===== config.mk =====
export PLATFORM = sky130hd
export DESIGN_NAME = vending_ctrl_param
export DESIGN_NICKNAME = d
export VERILOG_FILES = /design/src/rtl/vending_ctrl_param.sv
export SDC_FILE = /design/constraint.sdc
export NUM_CORES = 1
export LEC_CHECK = 0
export BUFFER_PORTS_ARGS = -buffer_cell sky130_fd_sc_hd__buf_2
export CORE_ASPECT_RATIO = 0.9
export CORE_MARGIN = 5
export CORE_UTILIZATION = 48
export DETAILED_ROUTE_END_ITERATION = 16
export HOLD_SLACK_MARGIN = 0.02
export PLACE_DENSITY = 0.86
export SLEW_MARGIN = 40
export SYNTH_ARGS = -nofsm -noshare
export SYNTH_HDL_FRONTEND = slang
export SYNTH_SLANG_ARGS = --single-unit

===== constraint.sdc =====
create_clock -name clk -period 2.6 [get_ports clk]
set_input_delay 0 -clock clk [delete_from_list [all_inputs] [get_ports clk]]
set_output_delay 0 -clock clk [all_outputs]
set_load 0.05 [all_outputs]

===== src/rtl/vending_ctrl_param.sv =====
// vending_ctrl_param: parameterised coin/selection vending controller
//   Macro VEND_STOCK_EN enables per-drink stock counters, sold_out and refill.
//   Ports:
//     clk, rst_n          clock, async active-low reset
//     coin_valid/value    coin insertion
//     sel_valid/sel_id    drink selection
//     cancel              refund request (CREDIT only)
//     refill              reload all stock (IDLE only, stock build)
//     credit              current credit
//     drink_out           one-hot dispense pulse
//     change/change_valid refund amount and its one-cycle strobe
//     coin_reject         one-cycle pulse for a dropped coin
//     sold_out            per-drink empty flags
//     busy                high in VEND and CHANGE
module vending_ctrl_param #(
    parameter int N_DRINKS = 4,
    parameter int MONEY_W = 8,
    parameter logic [N_DRINKS*MONEY_W-1:0] PRICES = {8'd25, 8'd20, 8'd15, 8'd10},
    parameter int STOCK_W = 4,
    parameter int STOCK_INIT = 5,
    localparam int SEL_W = $clog2(N_DRINKS)
) (
    input  logic                clk,
    input  logic                rst_n,
    input  logic                coin_valid,
    input  logic [MONEY_W-1:0]  coin_value,
    input  logic                sel_valid,
    input  logic [SEL_W-1:0]    sel_id,
    input  logic                cancel,
    input  logic                refill,
    output logic [MONEY_W-1:0]  credit,
    output logic [N_DRINKS-1:0] drink_out,
    output logic [MONEY_W-1:0]  change,
    output logic                change_valid,
    output logic                coin_reject,
    output logic [N_DRINKS-1:0] sold_out,
    output logic                busy
);
    typedef enum logic [1:0] {IDLE, CREDIT, VEND, CHANGE} state_t;
    state_t r_state;
    logic [MONEY_W-1:0] r_credit, r_change, w_price;
    logic [N_DRINKS-1:0] r_drink, w_sel_oh;
    logic r_change_valid, r_coin_reject, r_busy;
    logic [MONEY_W:0] w_sum;
    logic w_in_range, w_avail, w_cancel, w_buy, w_coin_ok;
    // extra carry bit detects overflow so a coin never wraps the credit
    assign w_sum = {1'b0, r_credit} + {1'b0, coin_value};
    assign w_in_range = {1'b0, sel_id} < (SEL_W+1)'(N_DRINKS);
    always_comb begin
        w_price = '0;
        w_sel_oh = '0;
        for (int i = 0; i < N_DRINKS; i++)
            if (sel_id == SEL_W'(i)) begin
                w_price = PRICES[i*MONEY_W +: MONEY_W];
                w_sel_oh[i] = 1'b1;
            end
    end
`ifdef VEND_STOCK_EN
    logic [STOCK_W-1:0] r_stock [N_DRINKS];
    logic [N_DRINKS-1:0] r_sold_out;
    assign w_avail = |(w_sel_oh & ~r_sold_out);
    assign sold_out = r_sold_out;
    // sold_out is kept as a register mirroring stock==0
    always_ff @(posedge clk or negedge rst_n)
        if (!rst_n || (r_state == IDLE && refill)) begin
            for (int i = 0; i < N_DRINKS; i++)
                r_stock[i] <= STOCK_W'(STOCK_INIT);
            r_sold_out <= {N_DRINKS{STOCK_INIT == 0}};
        end else if (r_state == VEND) begin
            for (int i = 0; i < N_DRINKS; i++)
                if (r_drink[i]) begin
                    r_stock[i] <= r_stock[i] - 1'b1;
                    r_sold_out[i] <= r_stock[i] == STOCK_W'(1);
                end
        end
`else
    logic w_unused;
    assign w_unused = refill;
    assign w_avail = 1'b1;
    assign sold_out = '0;
`endif
    // priority: cancel > selection > coin; a lower request in the same cycle is dropped
    assign w_cancel = cancel && r_state == CREDIT;
    assign w_buy = !cancel && sel_valid && r_state == CREDIT && w_in_range && r_credit >= w_price && w_avail;
    assign w_coin_ok = coin_valid && !cancel && !sel_valid && (r_state == IDLE || r_state == CREDIT) && !w_sum[MONEY_W];
    always_ff @(posedge clk or negedge rst_n)
        if (!rst_n) begin
            r_state <= IDLE;
            r_credit <= '0;
            r_change <= '0;
            r_change_valid <= 1'b0;
            r_drink <= '0;
            r_coin_reject <= 1'b0;
            r_busy <= 1'b0;
        end else begin
            r_drink <= '0;
            r_change <= '0;
            r_change_valid <= 1'b0;
            r_coin_reject <= coin_valid && !w_coin_ok;
            case (r_state)
                IDLE, CREDIT:
                    if (w_cancel) begin
                        r_state <= CHANGE;
                        r_change <= r_credit;
                        r_change_valid <= 1'b1;
                        r_credit <= '0;
                        r_busy <= 1'b1;
                    end else if (w_buy) begin
                        r_state <= VEND;
                        r_credit <= r_credit - w_price;
                        r_drink <= w_sel_oh;
                        r_busy <= 1'b1;
                    end else if (w_coin_ok) begin
                        r_credit <= w_sum[MONEY_W-1:0];
                        r_state <= (w_sum[MONEY_W-1:0] != '0) ? CREDIT : r_state;
                    end
                VEND: begin
                    r_state <= CHANGE;
                    r_change <= r_credit;
                    r_change_valid <= 1'b1;
                    r_credit <= '0;
                end
                CHANGE: begin
                    r_state <= IDLE;
                    r_busy <= 1'b0;
                end
            endcase
        end
    assign credit = r_credit;
    assign drink_out = r_drink;
    assign change = r_change;
    assign change_valid = r_change_valid;
    assign coin_reject = r_coin_reject;
    assign busy = r_busy;
endmodule


# Word-level counts from Yosys, hierarchy flattened
# Cells that the tools add are included.
[classes]
addsub = 2
n_eq_ne = 9
order_cmp = 1
n_reduce_logical = 23
n_mux = 27
[op_table]
columns = ["operator", "count"]
rows = [
  ["$mux W8", 5],
  ["$pmux W8 S2", 2],
  ["$mux W4", 5],
  ["$add A8 B8 Y9", 1],
  ["$logic_and A1 B1 Y1", 9],
  ["$eq A2 B2 Y1 const B", 4],
  ["$ge A8 B8 Y1", 1],
  ["$mux W2", 4],
  ["$ne A4 B4 Y1 const B", 2],
  ["$reduce_bool A8 Y1", 1],
  ["$sub A8 B8 Y8", 1],
  ["$mux W1", 7],
  ["$pmux W2 S3", 1],
  ["$reduce_and A2 Y1", 3],
  ["$mux W5", 1],
  ["$eq A2 B1 Y1 const B", 2],
  ["$logic_not A1 Y1", 4],
  ["$logic_not A2 Y1", 2],
  ["$pmux W1 S2", 2],
  ["$reduce_bool A2 Y1", 2],
  ["$ne A3 B3 Y1 const B", 1],
  ["$reduce_or A2 Y1", 1],
  ["$logic_or A1 B1 Y1", 1],
]
[totals]
elab_cells = 69
inputBits = 16
regBits = 25

# Logic depth before layout (Yosys ltp)
# Gate-level depths: netlist of the first run.
[depth]
depth_word = 10
depth_mapped = 11
depth_no_buf = 11

# Worst setup path after synthesis of the first run
# No wires, ideal clock.
[synth_timing]
path_type = "flip-flop to flip-flop"
startpoint = "reg r_credit[0] (netlist: credit[0])"
endpoint = "reg r_credit[6] (netlist: credit[6])"
stages_incl_launch_ff = 9
synth_period_minus_slack_ns = 2.572
setup_slack_ns = 0.028
n_path_buf = 0
arrival_time_ns = 2.448
required_time_ns = 2.476
setup_ns = 0.124
cell_sequence = "dfrtp_1 -> ha_1 -> fa_1 -> a21o_1 -> a31oi_1 -> o21ai_2 -> nor2b_4 -> mux2_2 -> a211o_1"
[synth_via]
elab_chain_cells = 5
elab_cells_between_ends = 12
[synth_lines]
columns = ["element", "line", "source"]
rows = [
  ["start: declaration", "41", "logic [MONEY_W-1:0] r_credit, r_change, w_price;"],
  ["start signal: assignment", "110", "r_credit <= r_credit - w_price;"],
  ["start signal: assignment", "114", "r_credit <= w_sum[MONEY_W-1:0];"],
  ["$add A8 B8 Y9 / $ge A8 B8 Y1 (equally long branches)", "47, 84", ""],
  ["$mux W8 (tied with other cells)", "113", "end else if (w_coin_ok) begin"],
  ["$mux W8 / $logic_and A1 B1 Y1 (equally long branches)", "108, 85", ""],
  ["$mux W8 / $ne A4 B4 Y1 (equally long branches)", "n/a", ""],
  ["$pmux W8 S2 / $reduce_and A2 Y1 (equally long branches)", "n/a", ""],
]
# Parallel ways exist; a longest one is shown, timed or not. The select of a mux whose other input is x is not followed.
# A chain may end at the register's enable or synchronous reset.

# Final worst setup path of the first run
# Same ends and word-level chain as after synthesis.

==> results of run 1 <==
## power groups by stage
stage	clock network, uW	logic (uW)	registers, uW
finish	218	1370	622
global route	238	1480	643
CTS	223	1340	621
detailed placement	0	1330	628
global placement	0	1300	623
floorplan	0	711	921
## cells in the mapped netlist (all sizes together) (5+ instances only)
library cell	instances	share of area
a211oi	8	0.040
a31oi	5	0.019
and2	13	0.050
ha	17	0.13
nand2	8	0.019
buf	5	0.022
inv	7	0.016
nor2	9	0.021
a21o	6	0.028
dfrtp	25	0.39
xnor2	5	0.027
## cells by family (layout without fill, tap and decap cells)
group,after synthesis,in the layout,synth area share
compound gates,36,36,0.161
xor+xnor,9,9,0.0489
fa+ha+maj,19,19,0.157
buf+inv,14,55,0.0427
flops,25,25,0.388
mux,4,4,0.0256
other cells,1,4,0.00233
simple gates,50,50,0.175
## layout make-up
type	instances	area (sq um)
well taps	44	55.1
flip-flops and latches	25	626
repair buffers	44	243
multi-input cells	122	940
fillers	283	1370
clock buffers	4	45.0
inverters	7	26.3
## timing repair
item | in CTS | in global routing
gates resized for setup | 0 | 2
hold buffers | 2 | 0
endpoints found under the setup margin | 0 | 1
endpoints found under the hold margin | 26 | 0
## per-stage QoR
step | worst slack, ns | hold slack, ns | total power (uW) | utilization | area, sq um
floorplan | 0.0284 | -0.296 | 1630 | - | 1620
global placement | 0.157 | 0.00164 | 1920 | 0.563 | 1860
detailed placement | 0.0647 | 0.00449 | 1960 | 0.563 | 1860
CTS | 0.0858 | 0.130 | 2190 | 0.583 | 1920
global route | 0.0202 | 0.165 | 2370 | 0.586 | 1930
finish | 0.128 | 0.142 | 2210 | 0.586 | 1930
## worst paths after layout
path	end	slack, ns	depth (start not counted)
setup reg to reg	credit[6]$_DFFE_PN0P_	0.13	8
hold / removal	busy$_DFFE_PN0P_	0.14	5
min in group asynchronous	drink_out[2]$_DFF_PN0_	0.27	2
hold reg to reg	busy$_DFFE_PN0P_	0.59	3
max in group asynchronous	change[7]$_DFF_PN0_	1.97	2
setup / recovery	credit[6]$_DFFE_PN0P_	0.13	8
## per-layer routing
layer	vias up	global-route usage
met5	-	0
met4	0	0.0728
met3	11	0.0155
met2	53	0.270
met1	603	0.217
li1	641	-
## critical path: stages (launching register included)
cell	delay, ns
dfrtp_1	0.44
ha_1	0.25
fa_1	0.42
a21o_1	0.20
a31oi_2	0.25
o21ai_2	0.10
nor2b_4	0.14
mux2_2	0.27
a211o_1	0.29
## state kept, by name, indices dropped and copies added, names as in the netlist
register      count
busy              1
change            8
change_valid      1
coin_reject       1
credit            8
drink_out         4
r_state           2
==> run summary, run 1 <==
Syn Inst Count: 158
Detailed-placement wirelength estimate: 2.85 mm
Clk Tree Root Cell: clkbuf_8
Clock sink count: 25
Slew @ Worst Pin: 0.556 ns
Core Region: 3300 sq um
Row count: 20
Crit start category: flop
Worst-Skew Late Latency: 0.26 ns
Switching Fraction: 0.509
RSZ-0062 raised after global routing: no
DRT met1 WL: 1.51 mm
Max-cap violations: 0
Highest routed layer: met4
Share of layout cells above drive strength 1: 0.262
Worst vdd ir: 0.000429 V
IO Port Bufs: 37
Yosys reg bits: 25
Ant diodes: 0
Fin Clk Skew: 0.00178 ns
Nets: 238
Final Wtd Congestion: 1.00
Grt total ovfl: 0
H-tree depth: 1
Avg Cell Area, Syn: 10.2 sq um
Fin crit share: 0.951
Total GRT Usage: 0.163
Iteration count of the initial detailed-routing pass: 4
Met3 routed WL: 321 microns
Number of global-route vias before repair: 1295
Slew HR: 0.619
Worst Setup End Kind: flop
Most common cell after layout, fill and taps aside: buf_2
Post-Route WL: 3.58 mm
Most frequent cells in the layout: buf_2 (37), dfrtp_1 (25), ha_1 (17)
Leak pwr: 0.00106 uW
Reg power frac: 0.282
Clk network pwr share: 0.099
TritonCTS clock tree: built
Fmax: 0.405 GHz
Area growth, synth to finish: 19.9%
Top_reg_cell synth: dfrtp_1
Final hold vios: 0
Initial detailed-routing violation count: 92
Async set or reset register ratio after synthesis: 1.00
Die boundary width: 71.1 microns
Routed length on met2: 1.65 mm
CP Data Required Time: 2.75 ns
Register area share after synthesis: 0.388
Pint: 1080 uW
Comb pwr share: 0.619
Setup repair bufs after CTS: 0
DRT antenna net count: 0
I/O pin total: 43
Fin cells: 246
Post-Syn Area: 1610 sq um
Post-layout min period: 2.47 ns
Vias/cell: 5.32
NetSw: 1120 uW
Starting density of the core: 0.488
Status: finished, final reports clean
Die height: 65.0 microns
Initial antenna violation count: 0
Worst-path clk slew: 0.08 ns
CTS buffer count: 3
Largest net degree at the start of global routing: 26
Final setup fails: 0
CP startpoint: credit[0]$_DFFE_PN0P_
EDFF count, synth: 0
WL/cell: 14.6 microns
Reg2reg start: credit[0]$_DFFE_PN0P_
Synth Warn #: 0
Crit-path max FO: 5
Final Max Slew Viols: 0
Worst Setup Path Type: flop to flop
Setup TNS: 0 ns
Placed insts: 240
Unique masters post-synth: 39
Hold Startpoint: cancel
CTS max path bufs: 2
CP arrival: 2.62 ns
Hold Crit Class: input pin to flop
First-pass GRT wire length: 5.98 mm
Via count: 1308
Residual DRC count: 0
Cell Pwr Density: 1140 nW/um^2
Die area: 4620 sq um
Note: power is estimated with default switching activity, not from simulation.
==> inputs of run 2 (changes only) <==
Clock period 2.6 ns to 2.3 ns, I/O delays scaled along.
==> run summary, run 2 (synthesis results as in run 1) <==
Reg-to-reg critical path endpoint: credit[6]$_DFFE_PN0P_ (unchanged)
Iteration count of the initial detailed-routing pass: 4 (unchanged)
Worst vdd ir: 0.000469 V (was 0.000429 V)
Ant diodes: 0 (unchanged)
Pint: 1330 uW (was 1080 uW)
Number of global-route vias before repair: 1323 (was 1295)
Detailed-placement wirelength estimate: 2.78 mm (was 2.85 mm)
Crit-path max FO: 5 (unchanged)
CTS buffer count: 3 (unchanged)
Worst-case reg-to-reg path depth: 8 (unchanged)
Vias/cell: 5.27 (was 5.32)
TritonCTS clock tree: built (unchanged)
Post-Route WL: 3.66 mm (was 3.58 mm)
Slew HR: 0.630 (was 0.619)
Critical path's top delay family: compound AO/OA/AOI/OAI gates (unchanged)
Fin crit share: 0.981 (was 0.951)
Switching Fraction: 0.505 (was 0.509)
Post-layout min period: 2.26 ns (was 2.47 ns)
Die height: 65.0 microns (unchanged)
DRT antenna net count: 0 (unchanged)
Worst Setup Path Type: flop to flop (unchanged)
Final setup fails: 0 (unchanged)
Final std cell area, no fill: 2070 sq um (was 1930 sq um)
Critical path cell sequence: ha_4, fa_2, a21o_1, a31oi_4, o21ai_2, nor2b_4, mux2_4, a211o_1 (was ha_1, fa_1, a21o_1, a31oi_2, o21ai_2, nor2b_4, mux2_2, a211o_1)
Fmax: 0.443 GHz (was 0.405 GHz)
Comb pwr share: 0.638 (was 0.619)
Final hold vios: 0 (unchanged)
Share of layout cells above drive strength 1: 0.361 (was 0.262)
Fin Clk Skew: 0.00687 ns (was 0.00178 ns)
RSZ-0062 raised after global routing: yes (was no)
CP Buf/Inv Count: 0 (unchanged)
I/O pin total: 43 (unchanged)
Most frequent cells in the layout: buf_2 (37), dfrtp_1 (21), ha_1 (15) (was buf_2 (37), dfrtp_1 (25), ha_1 (17))
Reg power frac: 0.266 (was 0.282)
Cell Pwr Density: 1290 nW/um^2 (was 1140 nW/um^2)
First-pass GRT wire length: 5.95 mm (was 5.98 mm)
Die boundary width: 71.1 microns (unchanged)
Reg-to-reg slack, setup: 0.04 ns (was 0.13 ns)
Worst-Skew Late Latency: 0.27 ns (was 0.26 ns)
Fin worst setup slack: 0.0428 ns (was 0.128 ns)
Die area: 4620 sq um (unchanged)
Clock sink count: 25 (unchanged)
NetSw: 1350 uW (was 1120 uW)
Pre-CTS WS: -0.00915 ns (was 0.0647 ns)
Final Wtd Congestion: 0.842 (was 1.00)
CP arrival: 2.41 ns (was 2.62 ns)
Slew @ Worst Pin: 0.554 ns (was 0.556 ns)
WL/cell: 14.5 microns (was 14.6 microns)
IO Port Bufs: 37 (unchanged)
CP Data Required Time: 2.46 ns (was 2.75 ns)
Final Power: 2680 uW (was 2210 uW)
Clk Tree Root Cell: clkbuf_8 (unchanged)
Post-DP Area: 1940 sq um (was 1860 sq um)
CP max stage cell: dfrtp_2 (was dfrtp_1)
Final Max Slew Viols: 0 (unchanged)
Largest net degree at the start of global routing: 26 (unchanged)
H-tree depth: 1 (unchanged)
Clk network pwr share: 0.095 (was 0.099)
Grt total ovfl: 0 (unchanged)
Area growth, synth to finish: 28.5% (was 19.9%)
Row count: 20 (unchanged)
Max-cap violations: 0 (unchanged)
Initial antenna violation count: 0 (unchanged)
Hold Startpoint: cancel (unchanged)
Status: finished, final reports clean (unchanged)
CTS max path bufs: 2 (unchanged)
Setup TNS: 0 ns (unchanged)
Most common cell after layout, fill and taps aside: buf_2 (unchanged)
Residual DRC count: 0 (unchanged)
Crit path largest cell delay: 0.46 ns (was 0.44 ns)
Nets: 244 (was 238)
Starting density of the core: 0.488 (unchanged)
Hold endpoint: busy$_DFFE_PN0P_ (unchanged)
Total GRT Usage: 0.159 (was 0.163)
Core Region: 3300 sq um (unchanged)
Via count: 1329 (was 1308)
Hold Crit Class: input pin to flop (unchanged)
Crit start category: flop (unchanged)
Hold path cells: 5 (unchanged)
Initial detailed-routing violation count: 94 (was 92)
Reg2reg start: credit[0]$_DFFE_PN0P_ (unchanged)
Leak pwr: 0.00109 uW (was 0.00106 uW)
Worst-path clk slew: 0.08 ns (about the same)
Worst Setup End Kind: flop (unchanged)
Post-layout util: 0.627 (was 0.586)
-- run 2: tightest hold or removal path, delay by kind of cell --
family        cells  cell delay [ns]
simple gates      4             0.24
buf+inv           1             0.10
-- run 2: what timing repair did --
item	CTS	global route
cloned	0	0
hold buffers	2	0
pin swaps	1	4
setup endpoints to repair	1	3
buffers inserted	1	0
resized for setup	0	12
hold endpoints to repair	26	0
-- run 2: how the worst max path moves through the flow --
stage               slack (ns)                    end                  start  cells after the start
global placement          0.05  credit[6]$_DFFE_PN0P_              sel_id[0]                     11
floorplan                -0.02  credit[6]$_DFFE_PN0P_  credit[0]$_DFFE_PN0P_                      9
finish                    0.04  credit[6]$_DFFE_PN0P_  credit[0]$_DFFE_PN0P_                      8
detailed placement      -0.009  credit[6]$_DFFE_PN0P_              sel_id[0]                     11
CTS                      0.009  credit[6]$_DFFE_PN0P_  credit[0]$_DFFE_PN0P_                      9
global route             -0.02  credit[4]$_DFFE_PN0P_  credit[0]$_DFFE_PN0P_                      9
-- run 2: layer usage --
layer	wire, microns	vias up	track usage
met3	184	7	0.0202
met2	1790	34	0.271
li1	-	659	-
met5	0	-	0
met1	1630	629	0.213
met4	57	0	0.0446
-- run 2: final cells by class --
class                           count  area (sq um)
Fill cell                         265          1230
Inverter                            7          26.3
Sequential cell                    25           631
Timing Repair Buffer               50           288
Multi-Input combinational cell    122          1030
Clock buffer                        4          45.0
Tap cell                           44          55.1
-- run 2: power by group through the flow --
stage               clock (uW)  sequential (uW)  combinational (uW)
finish                     255              713                1710
global placement             0              710                1540
CTS                        260              706                1600
floorplan                    0             1050                 837
detailed placement           0              715                1580
global route               271              741                1850
-- run 2: metrics by stage --
stage	hold WS [ns]	instances
floorplan	-0.296	161
global placement	0.0167	245
detailed placement	0.0205	245
CTS	0.0953	252
global route	0.127	252
finish	0.104	252
